===== src/rtl/arcade_input_merge_if.sv =====
// rtl/arcade_input_merge_if.sv - keyboard event and keymap write bus for arcade_input_merge
interface arcade_input_merge_if #(
  parameter int MAP_DEPTH = 16
);
  localparam int AW = $clog2(MAP_DEPTH);

  logic [10:0]   ps2_key;
  logic          map_wr;
  logic [AW-1:0] map_addr;
  logic [17:0]   map_data;

  modport master (output ps2_key, map_wr, map_addr, map_data);
  modport slave  (input  ps2_key, map_wr, map_addr, map_data);
endinterface


===== src/rtl/arcade_input_merge.sv =====
// rtl/arcade_input_merge.sv - ps2 keymap + joystick merge, coin stretcher, optional 4-way filter
module arcade_input_merge #(
  parameter int PLAYERS    = 2,
  parameter int BUTTONS    = 8,
  parameter int MAP_DEPTH  = 16,
  parameter int COIN_PULSE = 1200000,
  parameter int FOURWAY    = 0
) (
  input  logic                       clk_sys,
  input  logic                       reset_n,
  arcade_input_merge_if.slave        bus,
  input  logic [16*PLAYERS-1:0]      joystick,
  output logic [PLAYERS*BUTTONS-1:0] btn_out,
  output logic [PLAYERS-1:0]         coin,
  output logic                       busy,
  output logic                       overflow
);
  localparam int NB = PLAYERS * BUTTONS;
  localparam int AW = $clog2(MAP_DEPTH);
  localparam int CW = $clog2(COIN_PULSE + 1);
  localparam logic [AW-1:0] LAST_IDX = AW'(MAP_DEPTH - 1);
  localparam logic [CW-1:0] PULSE    = CW'(COIN_PULSE);

  typedef enum logic [1:0] {IDLE, SCAN, APPLY} state_t;

  state_t                        state;
  logic [AW-1:0]                 idx;
  logic                          tog_q;
  logic                          tog_primed;
  logic                          slot_full;
  logic [9:0]                    slot_evt;
  logic [9:0]                    cur_evt;
  logic [MAP_DEPTH-1:0]          map_valid;
  logic [MAP_DEPTH-1:0][8:0]     map_code;
  logic [MAP_DEPTH-1:0][7:0]     map_tgt;
  logic [NB-1:0]                 key_state;
  logic [PLAYERS-1:0]            key_coin;

  logic                          new_evt;
  logic                          slot_take;
  logic                          scan_hit;

  // tog_primed keeps the first post-reset load of the toggle bit from looking like an event
  assign new_evt   = tog_primed && (tog_q != bus.ps2_key[10]);
  assign slot_take = slot_full && (state == IDLE || state == APPLY);
  assign scan_hit  = (state == SCAN) && map_valid[idx] && (map_code[idx] == cur_evt[8:0]);

  always_ff @(posedge clk_sys or negedge reset_n) begin
    if (!reset_n) begin
      state      <= IDLE;
      idx        <= '0;
      busy       <= 1'b0;
      overflow   <= 1'b0;
      tog_q      <= 1'b0;
      tog_primed <= 1'b0;
      slot_full  <= 1'b0;
      slot_evt   <= '0;
      cur_evt    <= '0;
      map_valid  <= '0;
      map_code   <= '0;
      map_tgt    <= '0;
      key_state  <= '0;
      key_coin   <= '0;
    end else begin
      tog_q      <= bus.ps2_key[10];
      tog_primed <= 1'b1;

      if (bus.map_wr && (int'(bus.map_addr) < MAP_DEPTH)) begin
        map_valid[bus.map_addr] <= bus.map_data[17];
        map_code[bus.map_addr]  <= bus.map_data[16:8];
        map_tgt[bus.map_addr]   <= bus.map_data[7:0];
      end

      // a slot emptied by the FSM this cycle can take a new event at the same edge
      if (new_evt) begin
        if (!slot_full || slot_take) begin
          slot_full <= 1'b1;
          slot_evt  <= bus.ps2_key[9:0];
        end else begin
          overflow <= 1'b1;
        end
      end else if (slot_take) begin
        slot_full <= 1'b0;
      end

      for (int t = 0; t < NB; t++)
        if (scan_hit && map_tgt[idx] == 8'(t)) key_state[t] <= cur_evt[9];
      for (int p = 0; p < PLAYERS; p++)
        if (scan_hit && map_tgt[idx] == 8'(NB + p)) key_coin[p] <= cur_evt[9];

      case (state)
        IDLE: begin
          if (slot_full) begin
            state   <= SCAN;
            cur_evt <= slot_evt;
            idx     <= '0;
            busy    <= 1'b1;
          end
        end
        SCAN: begin
          if (idx == LAST_IDX) state <= APPLY;
          else                 idx   <= idx + AW'(1);
        end
        APPLY: begin
          if (slot_full) begin
            state   <= SCAN;
            cur_evt <= slot_evt;
            idx     <= '0;
          end else begin
            state <= IDLE;
            busy  <= 1'b0;
          end
        end
        default: begin
          state <= IDLE;
          busy  <= 1'b0;
        end
      endcase
    end
  end

  function automatic logic [3:0] lowest(input logic [3:0] v);
    lowest = v & (~v + 4'd1);
  endfunction

  logic [NB-1:0]                pre;
  logic [NB-1:0]                filt;
  logic [PLAYERS-1:0]           req;
  logic [PLAYERS-1:0]           req_q;
  logic [PLAYERS-1:0][3:0]      pre_q;
  logic [PLAYERS-1:0][3:0]      last_dir;
  logic [PLAYERS-1:0][3:0]      dir_next;
  logic [PLAYERS-1:0][CW-1:0]   cnt;
  logic                         unused_joy;

  always_comb begin
    unused_joy = 1'b0;
    for (int p = 0; p < PLAYERS; p++) begin
      for (int b = 0; b < BUTTONS; b++)
        pre[p*BUTTONS+b] = key_state[p*BUTTONS+b] | joystick[16*p+b];
      for (int b = BUTTONS; b < 15; b++)
        unused_joy = unused_joy ^ joystick[16*p+b];
      req[p] = key_coin[p] | joystick[16*p+15];
    end
  end

  // new press wins, else keep the held direction, else fall back to the lowest pressed one
  always_comb begin
    logic [3:0] d, rise, cand;
    d        = '0;
    rise     = '0;
    cand     = '0;
    filt     = pre;
    dir_next = last_dir;
    if (FOURWAY == 1) begin
      for (int p = 0; p < PLAYERS; p++) begin
        d    = pre[p*BUTTONS +: 4];
        rise = d & ~pre_q[p];
        cand = (rise != 4'd0) ? lowest(rise) : last_dir[p];
        if ((cand & d) == 4'd0) cand = lowest(d);
        dir_next[p]            = cand;
        filt[p*BUTTONS +: 4]   = cand;
      end
    end
  end

  always_ff @(posedge clk_sys or negedge reset_n) begin
    if (!reset_n) begin
      btn_out  <= '0;
      coin     <= '0;
      req_q    <= '0;
      pre_q    <= '0;
      last_dir <= '0;
      cnt      <= '0;
    end else begin
      btn_out  <= filt;
      req_q    <= req;
      last_dir <= dir_next;
      for (int p = 0; p < PLAYERS; p++) begin
        pre_q[p] <= pre[p*BUTTONS +: 4];
        coin[p]  <= (cnt[p] != '0);
        if (cnt[p] != '0)             cnt[p] <= cnt[p] - CW'(1);
        else if (req[p] && !req_q[p]) cnt[p] <= PULSE;
      end
    end
  end
endmodule


===== src/flat_wrapper.sv =====
// flat-port wrapper written by rule: the top's interface ports become plain ports
module arcade_input_merge_flat 
#(
  parameter int PLAYERS    = 2,
  parameter int BUTTONS    = 8,
  parameter int MAP_DEPTH  = 16,
  parameter int COIN_PULSE = 1200000,
  parameter int FOURWAY    = 0
)
  (clk_sys, reset_n, joystick, btn_out, coin, busy, overflow, bus_ps2_key, bus_map_wr, bus_map_addr, bus_map_data);
  arcade_input_merge_if #(.MAP_DEPTH(MAP_DEPTH)) bus_i ();
  input  logic clk_sys;
  input  logic reset_n;
  input  logic [16*PLAYERS-1:0] joystick;
  output logic [PLAYERS*BUTTONS-1:0] btn_out;
  output logic [PLAYERS-1:0] coin;
  output logic busy;
  output logic overflow;
  input wire logic [$bits(bus_i.ps2_key)-1:0] bus_ps2_key;
  input wire logic [$bits(bus_i.map_wr)-1:0] bus_map_wr;
  input wire logic [$bits(bus_i.map_addr)-1:0] bus_map_addr;
  input wire logic [$bits(bus_i.map_data)-1:0] bus_map_data;
  assign bus_i.ps2_key = bus_ps2_key;
  assign bus_i.map_wr = bus_map_wr;
  assign bus_i.map_addr = bus_map_addr;
  assign bus_i.map_data = bus_map_data;
  arcade_input_merge #(.PLAYERS(PLAYERS), .BUTTONS(BUTTONS), .MAP_DEPTH(MAP_DEPTH), .COIN_PULSE(COIN_PULSE), .FOURWAY(FOURWAY)) u_core (.clk_sys(clk_sys), .reset_n(reset_n), .bus(bus_i), .joystick(joystick), .btn_out(btn_out), .coin(coin), .busy(busy), .overflow(overflow));
endmodule

===== config.mk =====
export PLATFORM = sky130hd
export DESIGN_NAME = arcade_input_merge_flat
export DESIGN_NICKNAME = d
export VERILOG_FILES = /design/src/rtl/arcade_input_merge_if.sv /design/src/rtl/arcade_input_merge.sv /design/src/flat_wrapper.sv
export SDC_FILE = /design/constraint.sdc
export NUM_CORES = 1
export LEC_CHECK = 0
export ABC_AREA = 1
export BUFFER_PORTS_ARGS = -buffer_cell sky130_fd_sc_hd__buf_2
export CORE_MARGIN = 10
export CORE_UTILIZATION = 35
export DETAILED_ROUTE_END_ITERATION = 10
export GPL_ROUTABILITY_DRIVEN = 0
export PLACE_DENSITY = 0.49
export SETUP_SLACK_MARGIN = 0.05
export SKIP_LAST_GASP = 1
export SLEW_MARGIN = 20
export SYNTH_ARGS = -nofsm -noshare
export SYNTH_HDL_FRONTEND = slang
export SYNTH_SLANG_ARGS = --single-unit

===== constraint.sdc =====
create_clock -name clk_sys -period 2.76 [get_ports clk_sys]
set_input_delay 0.552 -clock clk_sys [delete_from_list [all_inputs] [get_ports clk_sys]]
set_output_delay 0.552 -clock clk_sys [all_outputs]
set_load 0.05 [all_outputs]

# After elaboration in Yosys (flattened, before gate mapping)

Index checks and enable logic that the tools add are counted.

Register bits after elaboration: 399
Bits in latches: 0
Bits in writable memories: 0
Bits in read-only memories: 0
Output and inout port bits: 20
Word-level logic and storage cells: 197
Memories: 0

$add $sub $neg: 3
Multiply operators: 0
Divide/modulo/power cells: 0
$lt $le $gt $ge: 3
Eq/ne operators: 28
Shifts and indexed selects: 0
Mux-type cells: 32
Bitwise logic cells: 20
Reduce and logical (&&, ||, !) cells: 46

Operator list:

| cell                    | count |
|---|---|
| $bwmux W144             | 1 |
| $bwmux W128             | 1 |
| $mux W21                | 4 |
| $eq A8 B4 Y1 const B    | 8 |
| $reduce_bool A21 Y1     | 2 |
| $sub A21 B1 Y21 const B | 2 |
| $bmux W9 S4             | 1 |
| $demux W9 S4            | 1 |
| $bmux W8 S4             | 1 |
| $demux W8 S4            | 1 |
| $eq A8 B3 Y1 const B    | 4 |
| $logic_and A1 B1 Y1     | 25 |
| $mux W9                 | 2 |
| $or A1 B1 Y1            | 18 |
| $bwmux W16              | 1 |
| $eq A8 B2 Y1 const B    | 2 |
| $eq A8 B5 Y1 const B    | 2 |
| $mux W8                 | 2 |
| $lt A4 B5 Y1 const B    | 2 |
| $reduce_and A2 Y1       | 5 |
| $eq A9 B9 Y1            | 1 |
| $eq A8 B1 Y1 const B    | 1 |
| $logic_not A8 Y1        | 1 |
| $mux W1                 | 8 |
| 22 further kinds        | 36 |

# Depth between registers and ports, before layout

Word-level depth: 6
Gate-level depth with buffers: 19
Mapped depth without buffers: 16

# Worst setup path before layout

Ideal clock, no wire load.

Path type: register -> register
Start: register u_core.idx[0]
End: register u_core.key_state[0]
Setup time: 0.113 ns
Data arrival time: 1.866 ns
Required time: 2.647 ns
Setup slack: 0.780 ns
Stages on the path, launching flop included: 15
Period minus slack after synthesis: 1.980 ns
Path through: dfrtp_1 -> buf_6 -> buf_6 -> buf_6 -> o21ai_1 -> nand3_1 -> nand2_1 -> nand2_1 -> nor2_2 -> nand2_1 -> buf_6 -> nor2_1 -> nand4_1 -> nand2_1 -> inv_1

Word-level cells in the longest chain between the ends: 5

Ends and longest elaborated chain:

| element                                                         | RTL line                  | RTL |
|---|---|---|
| from (decl)                                                     | arcade_input_merge.sv:27  | `logic [AW-1:0] idx;` |
| from (signal assigned)                                          | arcade_input_merge.sv:102 | `else idx <= idx + AW'(1);` |
| $bmux W9 S4 / $bmux W1 S4 (equally long branches)               | arcade_input_merge.sv:46  | `assign scan_hit = (state == SCAN) && map_valid[idx] && (map_code[idx] == cur_evt[8:0]);` |
| $mux W9 (not written as such) / $mux W1 (equally long branches) | arcade_input_merge.sv:46  |  |
| $eq A9 B9 Y1 / $logic_and A1 B1 Y1 (equally long branches)      | arcade_input_merge.sv:46  |  |
| $logic_and A1 B1 Y1                                             | arcade_input_merge.sv:46  |  |
| $logic_and A1 B1 Y1 (*)                                         | arcade_input_merge.sv:87  | `if (scan_hit && map_tgt[idx] == 8'(t)) key_state[t] <= cur_evt[9];` |
| to (signal, indexed assignment)                                 | arcade_input_merge.sv:87  |  |
| to (decl)                                                       | arcade_input_merge.sv:36  | `logic [NB-1:0] key_state;` |

Mark *: on every way between the ends. The rest lies on a longest branch, timed or not. The select of a mux whose other input is x is not followed.
A chain may end at the register's enable or synchronous reset.

# Worst setup path in the final report

Start: register u_core.idx[0]
End: register u_core.key_state[8]

Same word-level chain as after synthesis.

==> impl_metrics.toml <==
[setup_path]
cp.required_ns = 3.23
startpoint = "u_core.idx[0]"
reg2reg_from = "u_core.idx[0]"
path_class = "flip-flop to flip-flop"
crit_path_start_kind = "flip-flop"
cp_max_fo = 20
end_kind = "flip-flop"
arrival_ns = 3.01

[timing]
period_needed_ns = 2.54
setup_tns_ns = 0
tightestPinTransition_ns = 0.651
rsz0062_at_grt = "no"
setup_violations = 0
fin_skew_ns = 0.0265
drv_slew = 0
period_share_pct = 91.9
hold_ws_ns = 0.110
slew_headroom_pct = 56.5
clock.fmax_ghz = 0.394
hold_viol = 0

[worst_hold_path]
hp-class = "input pin to flip-flop"
hp-start = "bus_ps2_key[10]"

[clock_tree]
cts.clk_slew.worst_paths_ns = 0.06
cts_tree = "built"
htreeDepth = 2
clock_latency_ns = 0.60
clockBufferDepth = 3
cts_made_buffers = 46
clockRootBuffer = "clkbuf_16"
cts_sinks = 399

[global_routing]
grt_pass1_wl_um = 84600
grtUsageTotal_pct = 16.8
grt_max_degree = 72
antenna_found_initial = 0
grt_pass1_vias = 14800
gr-total-overflow = 0

[route]
ant_nets = 0
drc = 0
wl_um = 53100
wl_per_cell_um = 17.0
viasPerCell = 4.86
num_vias = 15200
dr.pass1.iters = 8
drt_iter0_drc = 1004

[placement]
dp.cells = 3025
hpwl_um = 33300
io_buffers = 73

[floorplan]
initial_core_util_pct = 35.6
die_w_um = 252
dieArea_um2 = 63500
core_um2 = 53000
rows = 84
ios = 88
fp.dieH_um = 252

[layout]
fin_cells = 3119
n_fill_cell = 5443
nets = 2465
seqCellArea_um2 = 9990
finish.utilization_pct = 41.0
drive_above_1_share_pct = 11.9
syn2layout_area_growth_pct = 15.3
multi_input_area_um2 = 7290
num_antenna_cells = 0

[synth]
synth_area_um2 = 18800
synth-edff-count = 0
yosys.cell_types.count = 46
synth_async_sr_flop_share_pct = 100
synth.avg_cell_area_um2 = 8.08
synth_top_cells_by_count = "nand2_1, dfrtp_1, o21ai_0"
synth_top_area_cell = "dfrtp_1"
synthesis.instances = 2332
yosys.area.top_type_share_pct = 53.0
yosysMostFrequentCell = "nand2_1"
synth-main-ff-cell = "dfrtp_1"
yosysWarnings = 0
ys_ff_latch = 399
syn_nets = 2403
seq_area_frac_synth_pct = 53.0
synth_area_leaders = "dfrtp_1, nand2_1, o21ai_0"

[outcome]
outcome = "finished clean"

[pwr]
power_density_nw_per_um2 = 1010
p_leak_nw = 10.5
p_total_mw = 21.9
ir_drop_mv = 0.564

[job]
drv_cap = 0
==> state kept, by name, summed over array words and instances, names as in the netlist <==
register           count
u_core.map_code      144
u_core.btn_out        16
u_core.key_state      16
u_core.map_valid      16
u_core.tog_primed      1
u_core.cur_evt        10
u_core.coin            2
u_core.overflow        1
u_core.slot_full       1
u_core.busy            1
u_core.req_q           2
u_core.state           2
u_core.key_coin        2
u_core.map_tgt       128
u_core.tog_q           1
u_core.idx             4
u_core.cnt            42
u_core.slot_evt       10
==> routing by layer <==
metal	vias to the layer above	track usage [%]	part of all wire (%)
li1	7574	-	-
met1	7238	22.2	46
met2	289	27.8	47
met3	65	2.45	4.4
met4	0	5.42	2.4
met5	-	0	0
==> area by class of cell <==
class,count,area share (%)
well taps,688,3.96
repair buffers,143,5.50
clock inverters,20,1.01
inverters,220,3.84
clock buffers,65,6.09
flip-flops and latches,399,46.0
multi-input cells,1584,33.6
==> repair_timing <==
| item | in CTS | in global routing |
|---|---|---|
| endpoints found under the hold margin | 52 | 0 |
| resized for setup | 0 | 9 |
| endpoints found under the setup margin | 0 | 18 |
| hold buffers | 1 | 0 |
| setup buffers | 0 | 6 |
==> worst max-delay path: stages (launching register included) <==
cell and delay, ns:
dfrtp_4 0.51, buf_12 0.15, buf_4 0.16, or2_2 0.29
nand3_1 0.07, nand3_1 0.15, nand2_1 0.20, nand2_1 0.08
nand2_1 0.08, nand4_1 0.09, nor2_1 0.23, buf_12 0.19
nand4_1 0.10, nand2_1 0.09, inv_1 0.04
==> power breakdown <==
| part | internal (mW) | leakage [nW] | switching [mW] | total, mW |
|---|---|---|---|---|
| clock network | 3.72 | 0.773 | 2.50 | 6.22 |
| logic | 2.78 | 4.82 | 5.31 | 8.10 |
| registers | 7.02 | 4.86 | 0.567 | 7.58 |
| total | 13.5 | 10.5 | 8.38 | 21.9 |
==> path summary, 6_finish.rpt <==
check	cells after the start	slack, ns	to
setup reg to reg	14	0.22	u_core.key_state[8]
setup / recovery	14	0.22	u_core.key_state[8]
max in group asynchronous	3	1.42	u_core.map_code[3]
hold / removal	1	0.11	u_core.tog_q
min in group asynchronous	2	0.52	u_core.cnt[23]
hold reg to reg	1	0.46	u_core.btn_out[4]
==> layout by cell type (no fill, tap or decap), drive strengths merged, types with 2 or more instances in the layout <==
| master | netlist | layout |
|---|---|---|
| a21oi | 136 | 136 |
| buf | 57 | 140 |
| bufinv | 0 | 4 |
| clkbuf | 72 | 67 |
| clkinv | 3 | 17 |
| dfrtp | 399 | 399 |
| ha | 3 | 3 |
| inv | 217 | 219 |
| mux2 | 10 | 10 |
| nand2 | 640 | 640 |
| nand3 | 128 | 128 |
| nand4 | 28 | 28 |
| nor2 | 260 | 260 |
| nor3 | 15 | 15 |
| nor4 | 5 | 5 |
| o211ai | 29 | 29 |
| o21a | 2 | 2 |
| o21ai | 271 | 271 |
| o22ai | 4 | 4 |
| or2 | 19 | 19 |
| xnor2 | 10 | 10 |
| xor2 | 14 | 14 |
==> through the flow <==
step | cell area, um2 | worst slack [ns]
4_1_cts | 21500 | 0.167
5_1_grt | 21700 | 0.0633
6_report | 21700 | 0.223
3_5_place_dp | 20000 | 0.176
2_1_floorplan | 18800 | 0.780
3_3_place_gp | 20000 | 0.180
==> kinds of logic after synthesis <==
logic type / after synthesis / share of synthesized area [%]
buf+inv: 349 / 8.48
flops: 399 / 53.0
simple gates: 1096 / 24.0
fa+ha+maj: 4 / 0.252
compound gates: 449 / 12.5
xor+xnor: 24 / 1.12
mux: 10 / 0.598
other cells: 1 / 0.0199
Note: power is estimated with default switching activity, not from simulation.
